File: src/rtl/ins_fetch_if.sv
// Fetch-unit bus: program-memory handshake plus the decoder-facing opcode/operand strobe.
// The master modport is the fetch sequencer; the slave side is memory and decoder.
interface ins_fetch_if #(
    parameter int ADDR_W = 4
);
    logic [ADDR_W-1:0] mem_addr;
    logic              mem_req;
    logic              mem_ack;
    logic [7:0]        mem_data;
    logic [3:0]        ins;
    logic [3:0]        imm;
    logic              ins_valid;
    logic              jump;
    logic              halted;

    modport master (
        output mem_addr, mem_req, ins, imm, ins_valid, halted,
        input  mem_ack, mem_data, jump
    );

    modport slave (
        input  mem_addr, mem_req, ins, imm, ins_valid, halted,
        output mem_ack, mem_data, jump
    );
endinterface

File: src/rtl/ins_fetch.sv
// Instruction fetch sequencer: owns the PC, fetches 8-bit words over req/ack,
// strobes opcode/immediate to the decoder, then advances or jumps the PC.
module ins_fetch #(
    parameter int         ADDR_W  = 4,
    parameter logic [3:0] HALT_OP = 4'hF
) (
    input  logic         clk,
    input  logic         rst,
    ins_fetch_if.master  bus
);

    localparam logic [1:0] ST_FETCH = 2'd0;
    localparam logic [1:0] ST_EXEC  = 2'd1;
    localparam logic [1:0] ST_HALT  = 2'd2;

    logic [1:0]        state_q,     state_d;
    logic [ADDR_W-1:0] pc_q,        pc_d;
    logic [ADDR_W-1:0] mem_addr_q,  mem_addr_d;
    logic              mem_req_q,   mem_req_d;
    logic [3:0]        ins_q,       ins_d;
    logic [3:0]        imm_q,       imm_d;
    logic              ins_valid_q, ins_valid_d;
    logic              halted_q,    halted_d;

    always_comb begin
        state_d     = state_q;
        pc_d        = pc_q;
        mem_addr_d  = mem_addr_q;
        mem_req_d   = mem_req_q;
        ins_d       = ins_q;
        imm_d       = imm_q;
        ins_valid_d = 1'b0;
        halted_d    = halted_q;

        case (state_q)
            ST_FETCH: begin
                // An ack only counts while our own request is up; stale acks fall through.
                if (mem_req_q && bus.mem_ack) begin
                    mem_req_d = 1'b0;
                    if (bus.mem_data[7:4] != HALT_OP) begin
                        ins_d       = bus.mem_data[7:4];
                        imm_d       = bus.mem_data[3:0];
                        ins_valid_d = 1'b1;
                        state_d     = ST_EXEC;
                    end else begin
                        halted_d = 1'b1;
                        state_d  = ST_HALT;
                    end
                end else begin
                    mem_req_d  = 1'b1;
                    mem_addr_d = pc_q;
                end
            end

            ST_EXEC: begin
                // Re-arm the request here so zero-wait memory sustains one word per 2 cycles.
                if (bus.jump) begin
                    pc_d = ADDR_W'(imm_q);
                end else begin
                    pc_d = pc_q + ADDR_W'(1);
                end
                mem_addr_d = pc_d;
                mem_req_d  = 1'b1;
                state_d    = ST_FETCH;
            end

            ST_HALT: begin
                mem_req_d = 1'b0;
            end

            default: begin
                state_d = ST_FETCH;
            end
        endcase
    end

    always_ff @(posedge clk) begin
        if (rst) begin
            state_q     <= ST_FETCH;
            pc_q        <= '0;
            mem_addr_q  <= '0;
            mem_req_q   <= 1'b0;
            ins_q       <= 4'd0;
            imm_q       <= 4'd0;
            ins_valid_q <= 1'b0;
            halted_q    <= 1'b0;
        end else begin
            state_q     <= state_d;
            pc_q        <= pc_d;
            mem_addr_q  <= mem_addr_d;
            mem_req_q   <= mem_req_d;
            ins_q       <= ins_d;
            imm_q       <= imm_d;
            ins_valid_q <= ins_valid_d;
            halted_q    <= halted_d;
        end
    end

    assign bus.mem_addr  = mem_addr_q;
    assign bus.mem_req   = mem_req_q;
    assign bus.ins       = ins_q;
    assign bus.imm       = imm_q;
    assign bus.ins_valid = ins_valid_q;
    assign bus.halted    = halted_q;

endmodule

File: src/flat_wrapper.sv
// flat-port wrapper written by rule: the top's interface ports become plain ports
module ins_fetch_flat 
#(
    parameter int         ADDR_W  = 4,
    parameter logic [3:0] HALT_OP = 4'hF
)
  (clk, rst, bus_mem_addr, bus_mem_req, bus_ins, bus_imm, bus_ins_valid, bus_halted, bus_mem_ack, bus_mem_data, bus_jump);
  ins_fetch_if #(.ADDR_W(ADDR_W)) bus_i ();
  input  logic clk;
  input  logic rst;
  output wire logic [$bits(bus_i.mem_addr)-1:0] bus_mem_addr;
  output wire logic [$bits(bus_i.mem_req)-1:0] bus_mem_req;
  output wire logic [$bits(bus_i.ins)-1:0] bus_ins;
  output wire logic [$bits(bus_i.imm)-1:0] bus_imm;
  output wire logic [$bits(bus_i.ins_valid)-1:0] bus_ins_valid;
  output wire logic [$bits(bus_i.halted)-1:0] bus_halted;
  input wire logic [$bits(bus_i.mem_ack)-1:0] bus_mem_ack;
  input wire logic [$bits(bus_i.mem_data)-1:0] bus_mem_data;
  input wire logic [$bits(bus_i.jump)-1:0] bus_jump;
  assign bus_mem_addr = bus_i.mem_addr;
  assign bus_mem_req = bus_i.mem_req;
  assign bus_ins = bus_i.ins;
  assign bus_imm = bus_i.imm;
  assign bus_ins_valid = bus_i.ins_valid;
  assign bus_halted = bus_i.halted;
  assign bus_i.mem_ack = bus_mem_ack;
  assign bus_i.mem_data = bus_mem_data;
  assign bus_i.jump = bus_jump;
  ins_fetch #(.ADDR_W(ADDR_W), .HALT_OP(HALT_OP)) u_core (.clk(clk), .rst(rst), .bus(bus_i));
endmodule
File: config.mk
export PLATFORM = sky130hd
export DESIGN_NAME = ins_fetch_flat
export DESIGN_NICKNAME = d
export VERILOG_FILES = /design/src/rtl/ins_fetch_if.sv /design/src/rtl/ins_fetch.sv /design/src/flat_wrapper.sv
export SDC_FILE = /design/constraint.sdc
export NUM_CORES = 1
export LEC_CHECK = 0
export BUFFER_PORTS_ARGS = -buffer_cell sky130_fd_sc_hd__buf_2
export CAP_MARGIN = 30
export CORE_MARGIN = 2
export CORE_UTILIZATION = 40
export DETAILED_ROUTE_END_ITERATION = 8
export PLACE_DENSITY = 0.75
export SLEW_MARGIN = 20
export SYNTH_ARGS = -nofsm -noshare
export SYNTH_HDL_FRONTEND = slang
export SYNTH_SLANG_ARGS = --single-unit
export TNS_END_PERCENT = 5
File: constraint.sdc
create_clock -name clk -period 2.4 [get_ports clk]
set_input_delay 0.48 -clock clk [delete_from_list [all_inputs] [get_ports clk]]
set_output_delay 0.48 -clock clk [all_outputs]
set_load 0.005 [all_outputs]
; Word-level counts from Yosys, hierarchy flattened
; Index checks and enable logic that the tools add are counted.
[word_totals]
ff_bits = 21
inputBits = 12
out_inout_bits = 15
wordCells = 36
[op_classes]
addsub = 1
n_eq_ne = 5
mux = 9
bitwise_logic = 4
n_reduce_logical = 9
[op_table]
columns = cell, n
row1 = 2-to-1 mux 4 bit, 2
row2 = one-hot mux 4 bit (2 select lines), 1
row3 = AND reduction 3 bit, 2
row4 = "adder 4 x 1 -> 4 bit, second input constant", 1
row5 = 2-to-1 mux 2 bit, 2
row6 = "inequality test 4 bit, second input constant", 1
row7 = NOT 1 bit, 4
row8 = one-hot mux 2 bit (2 select lines), 1
row9 = AND reduction 2 bit, 2
row10 = one-hot mux 1 bit (3 select lines), 1
row11 = nonzero test 3 bit, 1
row12 = OR reduction 3 bit, 1
row13 = "equality test 2 x 1 -> 1 bit, second input constant", 1
row14 = "equality test 2 bit, second input constant", 1
row15 = zero test 2 bit, 1
row16 = 2-to-1 mux 1 bit, 2
row17 = "inequality test 2 x 1 -> 1 bit, second input constant", 1
row18 = "inequality test 2 bit, second input constant", 1
row19 = nonzero test 2 bit, 1
row20 = logical AND 1 bit, 1

; Depth between registers and ports, before layout
[depth]
ltp_word = 4
depth_mapped = 6
ltp_nobuf = 5

; Worst setup path before layout
; OpenSTA, ideal clock, no wires.
[synth_timing]
path_kind = register to register
startpoint = reg u_core.state_q[0]
endpoint = reg u_core.mem_addr_q[1] (netlist: u_core.bus.mem_addr[1])
setup_time_ns = 0.132
t_arrival_ns = 1.220
path_slack_ns = 1.047
path_stages_with_launch = 7
period_less_slack_ns = 1.353
cell_sequence = dfxtp_1 -> inv_1 -> ha_1 -> and3_1 -> buf_2 -> o21ai_0 -> a21oi_1
[synth_via]
elab_chain_len = 3
elab_cells_between_ends = 6
cone_classes = eq/ne (2) / mux (1) / reduce/logical (3)
[synth_lines]
columns = element, line
row1 = "start, declared", ins_fetch.sv:16  ; logic [1:0] state_q, state_d;
row2 = "start signal, assigned", ins_fetch.sv:88  ; state_q <= state_d;
row3 = zero test 2 bit or equality test 2 x 1 -> 1 bit (tied branches), ins_fetch.sv:35  ; case (state_q)
row4 = inequality test 2 bit (no source line) or nonzero test 2 bit (tied branches), --
row5 = AND reduction 2 bit (no source line), --
row6 = "end signal, assigned", ins_fetch.sv:90  ; mem_addr_q <= mem_addr_d;
row7 = "end, declared", ins_fetch.sv:18  ; logic [ADDR_W-1:0] mem_addr_q, mem_addr_d;
; Several ways; a longest one is shown, not always the timed one.
; A chain may end at the register's enable or synchronous reset.

; Worst setup path after layout
[layout_timing]
startpoint = reg u_core.state_q[0]
endpoint = reg u_core.state_q[0]
[layout_via]
elab_chain_len = 3
elab_cells_between_ends = 6
cone_classes = eq/ne (2) / mux (1) / bitwise (1) / reduce/logical (2)
[layout_lines]
columns = element, line
row1 = zero test 2 bit or equality test 2 bit (tied branches), ins_fetch.sv:35
row2 = inequality test 2 x 1 -> 1 bit (no source line) or NOT 1 bit (tied branches), --
row3 = AND reduction 2 bit (no source line), --
; Several ways; a longest one is shown, not always the timed one.

==> flow_summary.yaml <==
global_routing:
  grt_remaining_overflow: 0
  grt_pass1_vias: 838
  grt_usage_pct: 17.4
  antenna_found_initial: 0
  grt_max_degree: 23
  grt_pass1_wl_mm: 3.59
pwr:
  combinationalPowerShare_pct: 17.1
  leakage_nw: 0.498
  swShare_pct: 28.0
  power_switching_w: 0.000188
  p_int_w: 0.000483
  irDropWorstVdd_v: 0.000469
  seq_power_share_pct: 57.3
  p_per_area_mw_per_mm2: 591
  clkPwrFrac_pct: 25.6
  finalPower_w: 0.000671
drt:
  firstDrtPassIters: 4
  ant_nets: 0
  wire_per_inst_um: 13.3
  viasPerCell: 5.49
  drc_errors: 0
  drt_iter0_markers: 12
  drt-total-wl_mm: 2.16
  dr_total_vias: 890
synthesis:
  synthTopCellsByArea: "dfxtp_1 43%, a21oi_1 8.1%, ha_1 6.3%, o21ai_0 4.6%, nand3_1 4.1%"
  synth_fp_nets: 128
  synth_top_family_by_area: "compound AO/OA/AOI/OAI gates"
  synth-warning-count: 0
  synth_area_leader_cell: "dfxtp_1"
  synth_xor_area_share_pct: 0
  synth-compound-area-share_pct: 22.0
  synthAdderAreaFrac_pct: 6.35
  synth.distinct_cells: 34
  yosys_register_bits: 21
  synth_top_cell_area_share_pct: 42.6
  avgSynthCellArea_um2: 8.88
  synth.most_common_cell: "dfxtp_1"
  ys_seq_area_share_pct: 42.6
  synth_mux_area_share_pct: 2.03
  yosys_most_used_dff: "dfxtp_1"
  synth_common_cells: "21 x dfxtp_1, 16 x a21oi_1, 9 x o21ai_0, 8 x nand3_1, 8 x nor2_1"
  synth_simple_gate_area_share_pct: 21.8
  synthArstFlopShare_pct: 0
  syn-cell-area_um2: 986
  synth_edf_count: 0
  netlist_instances: 111
clock_tree:
  clock_path_buffers: 2
  clk_pin_slew_ns: 0.12
  cts_resized: 0
  clock_latency_ns: 0.31
  clock_sinks: 21
  postCtsSetupRepairBufs: 0
  cts_root_buffer: "clkbuf_4"
  cts_tree: "yes"
  cts_hold_buffers: 0
  ctsHtreeMaxLevel: 1
  numCtsBuffers: 3
critical_path:
  r2r_start: "u_core.state_q[0]$_SDFFE_PP0P_"
  path_max_fanout: 13
  endpoint_kind: "register"
  r2r_end: "u_core.state_q[0]$_SDFFE_PP0P_"
  critPathKind: "reg2reg"
  rrSetupSlack_ns: 0.71
  worstPathRequired_ns: 2.65
  arrival_ns: 1.93
  critPathLaunch: "u_core.state_q[0]$_SDFFE_PP0P_"
  r2r_cells: 5
  crit_end: "u_core.state_q[0]$_SDFFE_PP0P_"
  startpoint_type: "register"
sta:
  fin_crit_sh_pct: 70.3
  hold_violations: 0
  setup-tns-final_ns: 0
  worst_clock_skew_ns: 0.00674
  min_period_ns: 1.69
  finalSetupViolCount: 0
  timing.fmax_mhz: 593
  setup_slack_ns: 0.712
  max_slew_margin_pct: 69.1
  worstMarginPinSlew_ns: 0.462
  rsz0062_at_grt: "no"
  slew_violations: 0
outcome:
  status: "finished clean"
placed_design:
  dpl.hpwl_mm: 1.56
  port-buffer-count: 26
  place_congestion: 0.797
  dp_slack_ns: 0.755
floorplanning:
  die_y_um: 53.6
  start_util_pct: 43.3
  io_pins: 27
  rows: 17
  dieArea_mm2: 0.00288
  core_area_mm2: 0.00228
  chipWidth_um: 53.6
finish:
  fill_cells: 234
  drive_gt1_share_pct: 25.4
  diodes: 0
  final_nets: 152
  syn2layout_area_growth_pct: 15.1
job:
  cap_violations: 0
hold_path:
  worstHoldPathType: "in2reg"
## flip-flops by register name, indices dropped and copies added (netlist names)
signal and count:
u_core.state_q 2, u_core.bus.ins 4, u_core.bus.mem_addr 4, u_core.bus.ins_valid 1, u_core.bus.imm 4, u_core.bus.mem_req 1, u_core.pc_q 4, u_core.bus.halted 1
## stage by stage
stage,std cells,instance area (um2),hold slack [ns],utilization (%)
after floorplan,111,986,0.460,-
after global placement,158,1110,0.454,48.7
after detailed placement,158,1110,0.455,48.7
after CTS,162,1130,0.406,49.9
after global routing,162,1130,0.409,49.9
final,162,1130,0.418,49.9
## cells by family (layout without fill, tap and decap cells)
| group | count (synthesis) | in the layout |
|---|---|---|
| AO/OA/AOI/OAI | 37 | 37 |
| AND/OR/NAND/NOR | 37 | 37 |
| flip-flops | 21 | 21 |
| buffers and inverters | 9 | 32 |
| adder cells (fa/ha/maj) | 5 | 5 |
| multiplexers | 2 | 2 |
## layout make-up
cell class | instances | area (um2) | share of cell area, %
multi-input combinational | 81 | 514 | 45.3
sequential | 21 | 420 | 37.0
timing repair buffer | 26 | 130 | 11.5
tap | 28 | 35.0 | 3.09
clock buffer | 3 | 22.5 | 1.98
inverter | 2 | 7.51 | 0.662
clock inverter | 1 | 5.00 | 0.441
## power by group through the flow
stage / Combinational, W / Clock (W) / Sequential (W)
after floorplan: 0.0000745 / 0 / 0.000392
after global placement: 0.000110 / 0 / 0.000392
after detailed placement: 0.000114 / 0 / 0.000392
after CTS: 0.000115 / 0.000179 / 0.000385
after global routing: 0.000129 / 0.000194 / 0.000388
final: 0.000115 / 0.000172 / 0.000385
## critical path: stages, from the launching register on
cell	delay [ns]
dfxtp_1	0.36
inv_1	0.09
ha_1	0.22
nand3_1	0.37
or3_1	0.44
a21oi_1	0.15
## cell usage in the layout (no fill, tap or decap)
master / Yosys / layout
and3_1: 1 / 1
a21boi_0: 1 / 1
a211oi_1: 2 / 2
nand4b_1: 1 / 1
nor2_1: 8 / 8
buf_2: 2 / 26
o21ai_0: 9 / 9
a21o_1: 2 / 2
inv_1: 2 / 2
a21oi_1: 16 / 16
a311oi_1: 1 / 1
nor3b_2: 1 / 1
nand4_2: 1 / 1
or3_1: 3 / 3
or2_2: 1 / 1
and2b_1: 1 / 1
clkbuf_4: 0 / 3
nand2b_1: 3 / 3
o22ai_1: 1 / 1
o211ai_1: 1 / 1
dfxtp_1: 21 / 21
nand3b_1: 1 / 1
a2111o_1: 1 / 1
o21a_1: 1 / 1
clkinv_2: 0 / 1
ha_1: 5 / 5
mux2i_1: 2 / 2
and4_4: 1 / 1
nor2b_1: 2 / 2
nand3_1: 8 / 8
a31oi_1: 2 / 2
nand2_1: 2 / 2
nor3_1: 3 / 3
## how the worst min path moves through the flow
stage,start,depth (start not counted),to
CTS,bus_mem_data[1],3,u_core.bus.imm[1]$_SDFFE_PP0P_
global placement,u_core.bus.halted$_SDFFE_PP0P_,2,u_core.bus.halted$_SDFFE_PP0P_
floorplan,u_core.bus.halted$_SDFFE_PP0P_,2,u_core.bus.halted$_SDFFE_PP0P_
global route,bus_mem_data[1],3,u_core.bus.imm[1]$_SDFFE_PP0P_
finish,bus_mem_data[2],3,u_core.bus.imm[2]$_SDFFE_PP0P_
detailed placement,u_core.bus.halted$_SDFFE_PP0P_,2,u_core.bus.halted$_SDFFE_PP0P_
## metal layers
| metal | vias to the layer above | track usage (%) | wire (um) |
|---|---|---|---|
| met5 | - | 0 | 0 |
| met4 | 0 | 12.4 | 39 |
| met3 | 4 | 3.33 | 106 |
| met2 | 30 | 25.9 | 958 |
| met1 | 406 | 22.4 | 1050 |
| li1 | 450 | - | - |
Note: power is estimated with default switching activity, not from simulation.
